<file path="config.mk">
export PLATFORM = sky130hd
export DESIGN_NAME = audio_mixer
export DESIGN_NICKNAME = d
export VERILOG_FILES = /design/src/rtl/audio_mixer.sv
export SDC_FILE = /design/constraint.sdc
export NUM_CORES = 1
export LEC_CHECK = 0
export ABC_AREA = 1
export BUFFER_PORTS_ARGS = -buffer_cell sky130_fd_sc_hd__buf_2
export CORE_UTILIZATION = 39
export DETAILED_ROUTE_END_ITERATION = 8
export GPL_TIMING_DRIVEN = 0
export HOLD_SLACK_MARGIN = 0.06
export PLACE_DENSITY_LB_ADDON = 0.3
export RECOVER_POWER = 50
export SLEW_MARGIN = 20
export SYNTH_ARGS = -nofsm -noshare
export SYNTH_HDL_FRONTEND = slang
export SYNTH_SLANG_ARGS = --single-unit
</file>
<file path="constraint.sdc">
create_clock -name clk_i -period 8.5 [get_ports clk_i]
set_input_delay 0.425 -clock clk_i [delete_from_list [all_inputs] [get_ports clk_i]]
set_output_delay 0.425 -clock clk_i [all_outputs]
set_load 0.005 [all_outputs]
</file>
<file path="src/rtl/audio_mixer.sv">
// -----------------------------------------------------------------------------
// audio_mixer
//
// Four-channel audio mixer feeding the codec I2S output stage. On each rising
// edge of the codec sample strobe, all four channels, their gains and the
// mute request are snapshotted. The four products are then accumulated on a
// single time-shared multiplier (A, C into left; B, D into right). The sums
// are scaled back by the unity gain, saturated to SAMPLE_W bits and
// registered onto left_o/right_o together with a one-cycle valid pulse.
//
// Ports:
//   clk_i         system clock (same domain as the sample strobe)
//   rst_i         synchronous, active-high reset
//   sample_clk_i  codec sample strobe; a rising edge requests one mixed sample
//   channel_*_i   signed channel samples (A, C -> left; B, D -> right)
//   gain_*_i      unsigned per-channel gains, unity = 2^(GAIN_W-1)
//   mute_i        forces the sample produced from this edge to zero
//   left_o        mixed left sample, held between updates
//   right_o       mixed right sample, held between updates
//   valid_o       one-cycle pulse when left_o/right_o update
//   clip_o        one-cycle pulse with valid_o when either side saturated
//   overrun_o     one-cycle pulse when a strobe edge arrives while busy
//   busy_o        high while a mix is in progress
// -----------------------------------------------------------------------------
module audio_mixer #(
  parameter int GAIN_W   = 8,
  parameter int SAMPLE_W = 16
) (
  input  logic                       clk_i,
  input  logic                       rst_i,
  input  logic                       sample_clk_i,
  input  logic signed [SAMPLE_W-1:0] channel_a_i,
  input  logic signed [SAMPLE_W-1:0] channel_b_i,
  input  logic signed [SAMPLE_W-1:0] channel_c_i,
  input  logic signed [SAMPLE_W-1:0] channel_d_i,
  input  logic        [GAIN_W-1:0]   gain_a_i,
  input  logic        [GAIN_W-1:0]   gain_b_i,
  input  logic        [GAIN_W-1:0]   gain_c_i,
  input  logic        [GAIN_W-1:0]   gain_d_i,
  input  logic                       mute_i,
  output logic signed [SAMPLE_W-1:0] left_o,
  output logic signed [SAMPLE_W-1:0] right_o,
  output logic                       valid_o,
  output logic                       clip_o,
  output logic                       overrun_o,
  output logic                       busy_o
);

  // Product of a signed sample and a zero-extended gain, and the accumulator
  // that holds the sum of two such products without overflow.
  localparam int PROD_W = SAMPLE_W + GAIN_W + 1;
  localparam int ACC_W  = PROD_W + 1;
  localparam int SHIFT  = GAIN_W - 1;

  // Saturation limits expressed at accumulator width so the shifted sum can
  // be compared directly.
  localparam logic signed [ACC_W-1:0] OUT_MAX =
    {{(ACC_W-SAMPLE_W+1){1'b0}}, {(SAMPLE_W-1){1'b1}}};
  localparam logic signed [ACC_W-1:0] OUT_MIN =
    {{(ACC_W-SAMPLE_W+1){1'b1}}, {(SAMPLE_W-1){1'b0}}};

  typedef enum logic [2:0] {
    ST_IDLE  = 3'd0,
    ST_MAC_A = 3'd1,
    ST_MAC_C = 3'd2,
    ST_MAC_B = 3'd3,
    ST_MAC_D = 3'd4,
    ST_SAT   = 3'd5
  } state_e;

  // Scale an accumulated sum back by the unity gain (floor toward -inf via
  // arithmetic shift) and clamp it. Returns {clipped, value}.
  function automatic logic [SAMPLE_W:0] sat_fn(input logic signed [ACC_W-1:0] acc);
    logic signed [ACC_W-1:0] shr;
    shr = acc >>> SHIFT;
    if (shr > OUT_MAX) begin
      sat_fn = {1'b1, OUT_MAX[SAMPLE_W-1:0]};
    end else if (shr < OUT_MIN) begin
      sat_fn = {1'b1, OUT_MIN[SAMPLE_W-1:0]};
    end else begin
      sat_fn = {1'b0, shr[SAMPLE_W-1:0]};
    end
  endfunction

  // Registered state
  state_e                     state_q,   state_d;
  logic                       prev_q,    prev_d;
  logic signed [SAMPLE_W-1:0] ch_a_q,    ch_a_d;
  logic signed [SAMPLE_W-1:0] ch_b_q,    ch_b_d;
  logic signed [SAMPLE_W-1:0] ch_c_q,    ch_c_d;
  logic signed [SAMPLE_W-1:0] ch_d_q,    ch_d_d;
  logic        [GAIN_W-1:0]   gain_a_q,  gain_a_d;
  logic        [GAIN_W-1:0]   gain_b_q,  gain_b_d;
  logic        [GAIN_W-1:0]   gain_c_q,  gain_c_d;
  logic        [GAIN_W-1:0]   gain_d_q,  gain_d_d;
  logic                       mute_q,    mute_d;
  logic signed [ACC_W-1:0]    acc_l_q,   acc_l_d;
  logic signed [ACC_W-1:0]    acc_r_q,   acc_r_d;
  logic signed [SAMPLE_W-1:0] left_q,    left_d;
  logic signed [SAMPLE_W-1:0] right_q,   right_d;
  logic                       valid_q,   valid_d;
  logic                       clip_q,    clip_d;
  logic                       busy_q,    busy_d;

  // Datapath nets
  logic                       rise_s;
  logic signed [SAMPLE_W-1:0] op_ch_s;
  logic        [GAIN_W-1:0]   op_gain_s;
  logic signed [PROD_W-1:0]   op_ch_ext_s;
  logic signed [PROD_W-1:0]   op_gain_ext_s;
  logic signed [PROD_W-1:0]   prod_s;
  logic signed [ACC_W-1:0]    prod_ext_s;
  logic        [SAMPLE_W:0]   sat_l_s;
  logic        [SAMPLE_W:0]   sat_r_s;

  assign rise_s = sample_clk_i & ~prev_q;

  // Multiplier operand select: the state names which snapshot channel is in
  // the multiplier this cycle.
  always_comb begin
    op_ch_s   = '0;
    op_gain_s = '0;
    case (state_q)
      ST_MAC_A: begin
        op_ch_s   = ch_a_q;
        op_gain_s = gain_a_q;
      end
      ST_MAC_C: begin
        op_ch_s   = ch_c_q;
        op_gain_s = gain_c_q;
      end
      ST_MAC_B: begin
        op_ch_s   = ch_b_q;
        op_gain_s = gain_b_q;
      end
      ST_MAC_D: begin
        op_ch_s   = ch_d_q;
        op_gain_s = gain_d_q;
      end
      default: begin
        op_ch_s   = '0;
        op_gain_s = '0;
      end
    endcase
  end

  // Both operands are widened to the full product width so the signed
  // multiply is exact; the gain is zero-extended so 255 stays positive.
  assign op_ch_ext_s   = {{(PROD_W-SAMPLE_W){op_ch_s[SAMPLE_W-1]}}, op_ch_s};
  assign op_gain_ext_s = {{(PROD_W-GAIN_W){1'b0}}, op_gain_s};
  assign prod_s        = op_ch_ext_s * op_gain_ext_s;
  assign prod_ext_s    = {prod_s[PROD_W-1], prod_s};

  assign sat_l_s = sat_fn(acc_l_q);
  assign sat_r_s = sat_fn(acc_r_q);

  // Next-state logic for the sequencer, snapshot, accumulators and outputs.
  always_comb begin
    state_d  = state_q;
    prev_d   = sample_clk_i;
    ch_a_d   = ch_a_q;
    ch_b_d   = ch_b_q;
    ch_c_d   = ch_c_q;
    ch_d_d   = ch_d_q;
    gain_a_d = gain_a_q;
    gain_b_d = gain_b_q;
    gain_c_d = gain_c_q;
    gain_d_d = gain_d_q;
    mute_d   = mute_q;
    acc_l_d  = acc_l_q;
    acc_r_d  = acc_r_q;
    left_d   = left_q;
    right_d  = right_q;
    valid_d  = 1'b0;
    clip_d   = 1'b0;
    case (state_q)
      ST_IDLE: begin
        if (rise_s) begin
          ch_a_d   = channel_a_i;
          ch_b_d   = channel_b_i;
          ch_c_d   = channel_c_i;
          ch_d_d   = channel_d_i;
          gain_a_d = gain_a_i;
          gain_b_d = gain_b_i;
          gain_c_d = gain_c_i;
          gain_d_d = gain_d_i;
          mute_d   = mute_i;
          acc_l_d  = '0;
          acc_r_d  = '0;
          state_d  = ST_MAC_A;
        end else begin
          state_d  = ST_IDLE;
        end
      end
      ST_MAC_A: begin
        acc_l_d = acc_l_q + prod_ext_s;
        state_d = ST_MAC_C;
      end
      ST_MAC_C: begin
        acc_l_d = acc_l_q + prod_ext_s;
        state_d = ST_MAC_B;
      end
      ST_MAC_B: begin
        acc_r_d = acc_r_q + prod_ext_s;
        state_d = ST_MAC_D;
      end
      ST_MAC_D: begin
        acc_r_d = acc_r_q + prod_ext_s;
        state_d = ST_SAT;
      end
      ST_SAT: begin
        // Mute wins over saturation: output is silence and no clip is flagged.
        if (mute_q) begin
          left_d  = '0;
          right_d = '0;
          clip_d  = 1'b0;
        end else begin
          left_d  = sat_l_s[SAMPLE_W-1:0];
          right_d = sat_r_s[SAMPLE_W-1:0];
          clip_d  = sat_l_s[SAMPLE_W] | sat_r_s[SAMPLE_W];
        end
        valid_d = 1'b1;
        state_d = ST_IDLE;
      end
      default: begin
        state_d = ST_IDLE;
      end
    endcase
    busy_d = (state_d != ST_IDLE);
  end

  // State register with synchronous reset. The strobe history resets high so
  // a strobe already high when reset releases is not taken as an edge.
  always_ff @(posedge clk_i) begin
    if (rst_i) begin
      state_q  <= ST_IDLE;
      prev_q   <= 1'b1;
      ch_a_q   <= '0;
      ch_b_q   <= '0;
      ch_c_q   <= '0;
      ch_d_q   <= '0;
      gain_a_q <= '0;
      gain_b_q <= '0;
      gain_c_q <= '0;
      gain_d_q <= '0;
      mute_q   <= 1'b0;
      acc_l_q  <= '0;
      acc_r_q  <= '0;
      left_q   <= '0;
      right_q  <= '0;
      valid_q  <= 1'b0;
      clip_q   <= 1'b0;
      busy_q   <= 1'b0;
    end else begin
      state_q  <= state_d;
      prev_q   <= prev_d;
      ch_a_q   <= ch_a_d;
      ch_b_q   <= ch_b_d;
      ch_c_q   <= ch_c_d;
      ch_d_q   <= ch_d_d;
      gain_a_q <= gain_a_d;
      gain_b_q <= gain_b_d;
      gain_c_q <= gain_c_d;
      gain_d_q <= gain_d_d;
      mute_q   <= mute_d;
      acc_l_q  <= acc_l_d;
      acc_r_q  <= acc_r_d;
      left_q   <= left_d;
      right_q  <= right_d;
      valid_q  <= valid_d;
      clip_q   <= clip_d;
      busy_q   <= busy_d;
    end
  end

  assign left_o  = left_q;
  assign right_o = right_q;
  assign valid_o = valid_q;
  assign clip_o  = clip_q;
  assign busy_o  = busy_q;
  // The dropped edge must be flagged in the very cycle it appears, so this
  // is a decode of the live edge against the registered busy flag.
  assign overrun_o = rise_s & busy_q;

endmodule

</file>
==> flow_metrics.tcl, run 1 <==
set metrics [dict create \
    status "finished, final reports clean" \
    track_usage_pct 21.98 \
    crit_type "flip-flop to flip-flop" \
    drive_above_1_share_pct 10.47 \
    total_power_uw 1968 \
    num_io_pins 136 \
    cts_tree "built" \
    fin_setup_tns_ns 0 \
    nFillCells 3778 \
    start_util_pct 39.77 \
    post-synth-top-area-cell "dfxtp_1" \
    period_needed_ns 7.793 \
    yosysWarningCount 0 \
    postRouteAntennaNets 0 \
    clock_latency_ns 0.46 \
    ys_ff_latch 188 \
    hold_class "input port to flip-flop" \
    power_leakage_uw 0.007919 \
    async_flop_share_pct 0 \
    first_global_vias 12970 \
    num_rows 70 \
    synth_ff_type "dfxtp_1" \
    vdd_drop_max_uv 140.9 \
    cts_made_buffers 17 \
    crit_top_cell "nand2_1" \
    reg2regPathDepth 36 \
    synth_area_um2 14600 \
    die_x_um 195.5 \
    ctsLongestPathBuffers 2 \
    fin_crit_sh_pct 91.68 \
    num_vias 13390 \
    whs_ns 0.1602 \
    hold_depth 3 \
    finalWeightedCongestion 0.9671 \
    cts_setup_buffers 0 \
    grt_antenna_before_repair 0 \
    grt_pass1_wl_um 66240 \
    viasPerCell 5.025 \
    cts_resized 0 \
    numPortBuffers 135 \
    cp-end-kind "flip-flop" \
    clock-sinks 188 \
    finClkSkew_ns 0.01494 \
    startpoint_type "flip-flop" \
    die_h_um 195.5 \
    core_um2 36700 \
    netlist_instances 2030 \
    finalHoldViolCount 0 \
    critPathRequiredTime_ns 8.85 \
    grt_max_degree 24 \
    setup_viol_count_final 0 \
    path_max_fanout 10 \
    totalWireLength_um 41180 \
    yosysUniqueCellTypes 49 \
    drt_iter0_drc 761 \
    cap_viol_max_count 0 \
    critPathSlowestCell "dfxtp_1" \
    tightest_slew_ns 0.8300 \
    nets 2488 \
    synth-edff-count 0 \
    maxSlewHeadroom_pct 44.66 \
    diodes 0 \
    synth_area_leaders "dfxtp_1, fa_1, nand2_1, ha_1, inv_1" \
    synth_top_area_share_pct 25.78 \
    fmax_mhz 128.3 \
    die_area_um2 38200 \
    htree_levels 4 \
    rsz0062_at_grt "false" \
    cts-hold-fix-buffers 0 \
    detail_route.first_pass.iterations 5 \
    synth_area_per_cell_um2 7.190 \
    clk_pin_slew_ns 0.09 \
    grt-ovfl-total 0 \
    worstPathArrival_ns 8.15 \
    drc 0 \
    hpwl_um 34100 \
    post_drt_wl_per_cell_um 15.45 \
    yosysSeqAreaShare_pct 25.78 \
    slew_violations 0 \
    cts-root-buf "clkbuf_16" \
    power_density_nw_per_um2 119.6 \
    critPathMaxStageDelay_ns 0.59 \
    syn_nets 2334 \
    area_delta_synth_final_pct 12.76 \
]
-- layer usage --
layer	up-vias	part of all wire (%)	global-route usage [%]
li1	6836	-	-
met1	6152	46	29.22
met2	352	46	36.79
met3	51	4.9	2.763
met4	0	3.0	7.378
met5	-	0	0
-- stage by stage --
stage	instance area, um^2	worst slack (ns)	instances	utilization [%]
2_1_floorplan	14600	2.206	2030	-
3_3_place_gp	15860	0.8488	2633	43.21
3_5_place_dp	15860	0.8089	2633	43.21
4_1_cts	16490	0.7867	2665	44.95
5_1_grt	16460	0.2457	2665	44.85
6_report	16460	0.7073	2665	44.85
-- registers in the layout (all words and copies together) (netlist names), 16 cells and up --
signal   count
ch_c_q      16
left_o      16
ch_d_q      16
ch_a_q      16
right_o     16
acc_l_q     26
ch_b_q      16
acc_r_q     26
-- cells by family (layout without fill, tap and decap cells) --
logic type | Yosys count | after routing | share of synthesized area (%)
AO/OA/AOI/OAI | 458 | 458 | 17.11
XOR/XNOR | 30 | 30 | 1.800
adder cells (fa/ha/maj) | 204 | 204 | 22.84
buffers and inverters | 383 | 550 | 10.37
flip-flops | 188 | 188 | 25.78
AND/OR/NAND/NOR | 767 | 767 | 22.10
-- layout by cell type (no fill, tap or decap), drive strengths merged, types with 7 or more instances in the layout --
| master | instances |
|---|---|
| a22o | 8 |
| clkbuf | 70 |
| o21ai | 191 |
| a21oi | 197 |
| or2 | 16 |
| buf | 146 |
| ha | 100 |
| nor2 | 251 |
| nor3 | 14 |
| nand3 | 79 |
| inv | 329 |
| o22ai | 24 |
| a21o | 10 |
| xnor2 | 14 |
| nand2 | 384 |
| a31oi | 7 |
| nand4 | 13 |
| o21bai | 7 |
| fa | 104 |
| dfxtp | 188 |
| xor2 | 16 |
-- cells in the mapped netlist, types with 14 or more instances --
cell type / count
o22ai_1: 24
nor2_1: 240
inv_1: 305
nand3_1: 77
xor2_1: 16
buf_2: 14
dfxtp_1: 188
or2_2: 16
ha_1: 100
o21ai_0: 171
a21oi_1: 197
clkbuf_1: 35
fa_1: 104
o21ai_1: 20
nand2_1: 380
xnor2_1: 14
-- worst paths after layout --
check	start	to	slack, ns
max reg2reg	state_q[1]	acc_r_q[22]	0.71
min	sample_clk_i	prev_q	0.16
min reg2reg	gain_c_q[7]	gain_c_q[7]	0.46
max	state_q[1]	acc_r_q[22]	0.71
-- power by group --
| group | internal, uW | switching, uW | leakage [uW] | total [uW] |
|---|---|---|---|---|
| sequential | 909 | 14.0 | 0.00153 | 923 |
| combinational | 57.2 | 117 | 0.00608 | 174 |
| clock | 415 | 456 | 0.000308 | 871 |
| total | 1380 | 587 | 0.00792 | 1970 |
-- critical path, delay by kind of cell, from the launching register on --
family,cells,cell delay [ns]
adders and majority gates,6,2.53
DFF,1,0.59
AOI/OAI and AO/OA,8,1.46
and+or+nand+nor,14,1.55
xor gates and xnor gates,1,0.46
buffers and inverters,7,1.09
-- final cells by class --
cell class	instances	area, um^2	share of cell area (%)
Multi-Input combinational cell	1459	9299	56.50
Sequential cell	188	3764	22.87
Inverter	319	1206	7.329
Timing Repair Buffer	135	663.1	4.029
Tap cell	468	585.6	3.558
Clock buffer	17	425.4	2.585
Buffer	64	304.0	1.847
Clock inverter	15	211.5	1.285
Power figures use the tool's default switching activity.
==> inputs of run 2 (changes only) <==
Settings changed: CORE_UTILIZATION 39 to 61.
==> run 2 against run 1 <==
  * Cell area down 1.2%
  * Worst setup slack gained 0.064 ns
  * Hold slack gained 0.021 ns
  * Non-clock buffer count is the same
  * Utilization rose by 24 points
  * Sequential power barely moved
  * Register-to-register slack better by 0.06 ns
  * Total power grew 1.0%
==> flow_metrics.tcl, run 2 (synthesized netlist as in run 1, its figures left out) <==
set metrics [dict create \
    status "finished, final reports clean" \
    slew_violations 0 \
    ctsLongestPathBuffers 2 \
    start_util_pct 62.19 \
    drc 0 \
    reg2regPathDepth 33 \
    cts_tree "built" \
    path_max_fanout 10 \
    cts_made_buffers 17 \
    num_io_pins 136 \
    fin_setup_tns_ns 0 \
    hold_class "input port to flip-flop" \
    hpwl_um 32560 \
    num_rows 56 \
    cts_resized 0 \
    final_cells 2516 \
    nets 2488 \
    track_usage_pct 34.38 \
    worstPathArrival_ns 8.07 \
    total_power_uw 1989 \
    seqCellArea_um2 3764 \
    cap_viol_max_count 0 \
    drt_iter0_drc 1140 \
    first_global_vias 13500 \
    startpoint_type "flip-flop" \
    mostFrequentLayoutCells "nand2_1, inv_1, nor2_1" \
    crit_type "flip-flop to flip-flop" \
    fin_crit_sh_pct 90.92 \
    clk_pin_slew_ns 0.08 \
    die_x_um 156.7 \
    postRouteAntennaNets 0 \
    detail_route.first_pass.iterations 6 \
    power_leakage_uw 0.007856 \
    htree_levels 4 \
    reg_top3 "acc_l_q (26), acc_r_q (26)" \
    vdd_drop_max_uv 143.4 \
    grt_max_degree 25 \
    clock_latency_ns 0.46 \
    tightest_slew_ns 0.8618 \
    drive_above_1_share_pct 9.604 \
    setup_viol_count_final 0 \
    finClkSkew_ns 0.02217 \
    grt-ovfl-total 0 \
    period_needed_ns 7.728 \
    finalWeightedCongestion 0.9823 \
    grt_pass1_wl_um 65360 \
    numPortBuffers 135 \
    core_um2 23470 \
    critPathSlowestCell "fa_1" \
    hold_start "sample_clk_i" \
    die_h_um 156.7 \
    critPathRequiredTime_ns 8.85 \
    rsz0062_at_grt "false" \
    viasPerCell 5.521 \
    nFillCells 1990 \
    crit_top_cell "nand2_1" \
    cp-end-kind "flip-flop" \
    num_vias 13890 \
    grt_antenna_before_repair 0 \
    rr_endpoint "acc_r_q[22]" \
    place_inst 2484 \
    totalWireLength_um 40720 \
    layout_commonest_cell "nand2_1" \
    cts-hold-fix-buffers 0 \
    critPathMaxStageDelay_ns 0.56 \
    post_drt_wl_per_cell_um 16.18 \
    reg2reg_from "state_q[1]" \
    power_density_nw_per_um2 122.3 \
    finalHoldViolCount 0 \
    clock-sinks 188 \
    min_to "prev_q" \
    cts_setup_buffers 0 \
    reg2reg_setup_slack_ns 0.77 \
    diodes 0 \
    area_delta_synth_final_pct 11.43 \
    hold_depth 3 \
    die_area_um2 24550 \
    maxSlewHeadroom_pct 42.54 \
    multiInputGateArea_um2 9294 \
    fmax_mhz 129.4 \
    cts-root-buf "clkbuf_16" \
]
-- run 2: cell count changes in the layout (fill, tap and decap cells not counted), sizes merged --
cell	previous run	this run
clkinvlp	1	0
inv	329	330
clkbuf	70	84
buf	146	132
-- run 2: final cells by class --
type,instances,share of cell area [%]
multi-input combinational,1459,57.14
sequential,188,23.14
inverter,319,7.423
timing repair buffer,135,3.946
clock buffer,17,2.615
tap,319,2.454
buffer,64,1.869
clock inverter,15,1.415
-- run 2: report_power, final --
group	switching [uW]	total, uW	internal, uW
Combinational	118	175	57.3
Clock	469	891	422
Sequential	13.9	923	909
-- run 2: worst max path at each step --
stage	start	endpoint	cells past startpoint
global route	state_q[1]	acc_r_q[22]	33
finish	state_q[1]	acc_r_q[22]	33
CTS	state_q[1]	acc_r_q[22]	33
global placement	state_q[1]	acc_r_q[22]	33
detailed placement	state_q[1]	acc_r_q[22]	33
floorplan	state_q[0]	acc_r_q[22]	34
-- run 2: per-stage QoR --
step | setup WS (ns) | area [um^2] | utilization (%) | hold WS (ns)
6_report | 0.7715 | 16270 | 69.30 | 0.1807
5_1_grt | 0.3232 | 16270 | 69.30 | 0.1933
4_1_cts | 0.8272 | 16330 | 69.56 | 0.1854
3_5_place_dp | 0.9114 | 15670 | 66.76 | 0.4465
3_3_place_gp | 0.9543 | 15670 | 66.76 | 0.4382
2_1_floorplan | 2.206 | 14600 | - | 0.4266
-- run 2: routing by layer --
metal	vias up	global-route usage, %	routed length (um)
met5	-	0	0
met1	6384	40.74	16770
met3	141	5.096	2288
li1	6840	-	-
met4	0	18.91	2328
met2	526	59.78	19340
-- run 2: critical path: cells and delay by family (launching register included) --
family                     cells  cell delay, ns
and+or+nand+nor               13            1.80
xor gates and xnor gates       1            0.47
buffers and inverters          6            0.79
AOI/OAI and AO/OA              7            1.39
DFF                            1            0.43
adders and majority gates      6            2.74
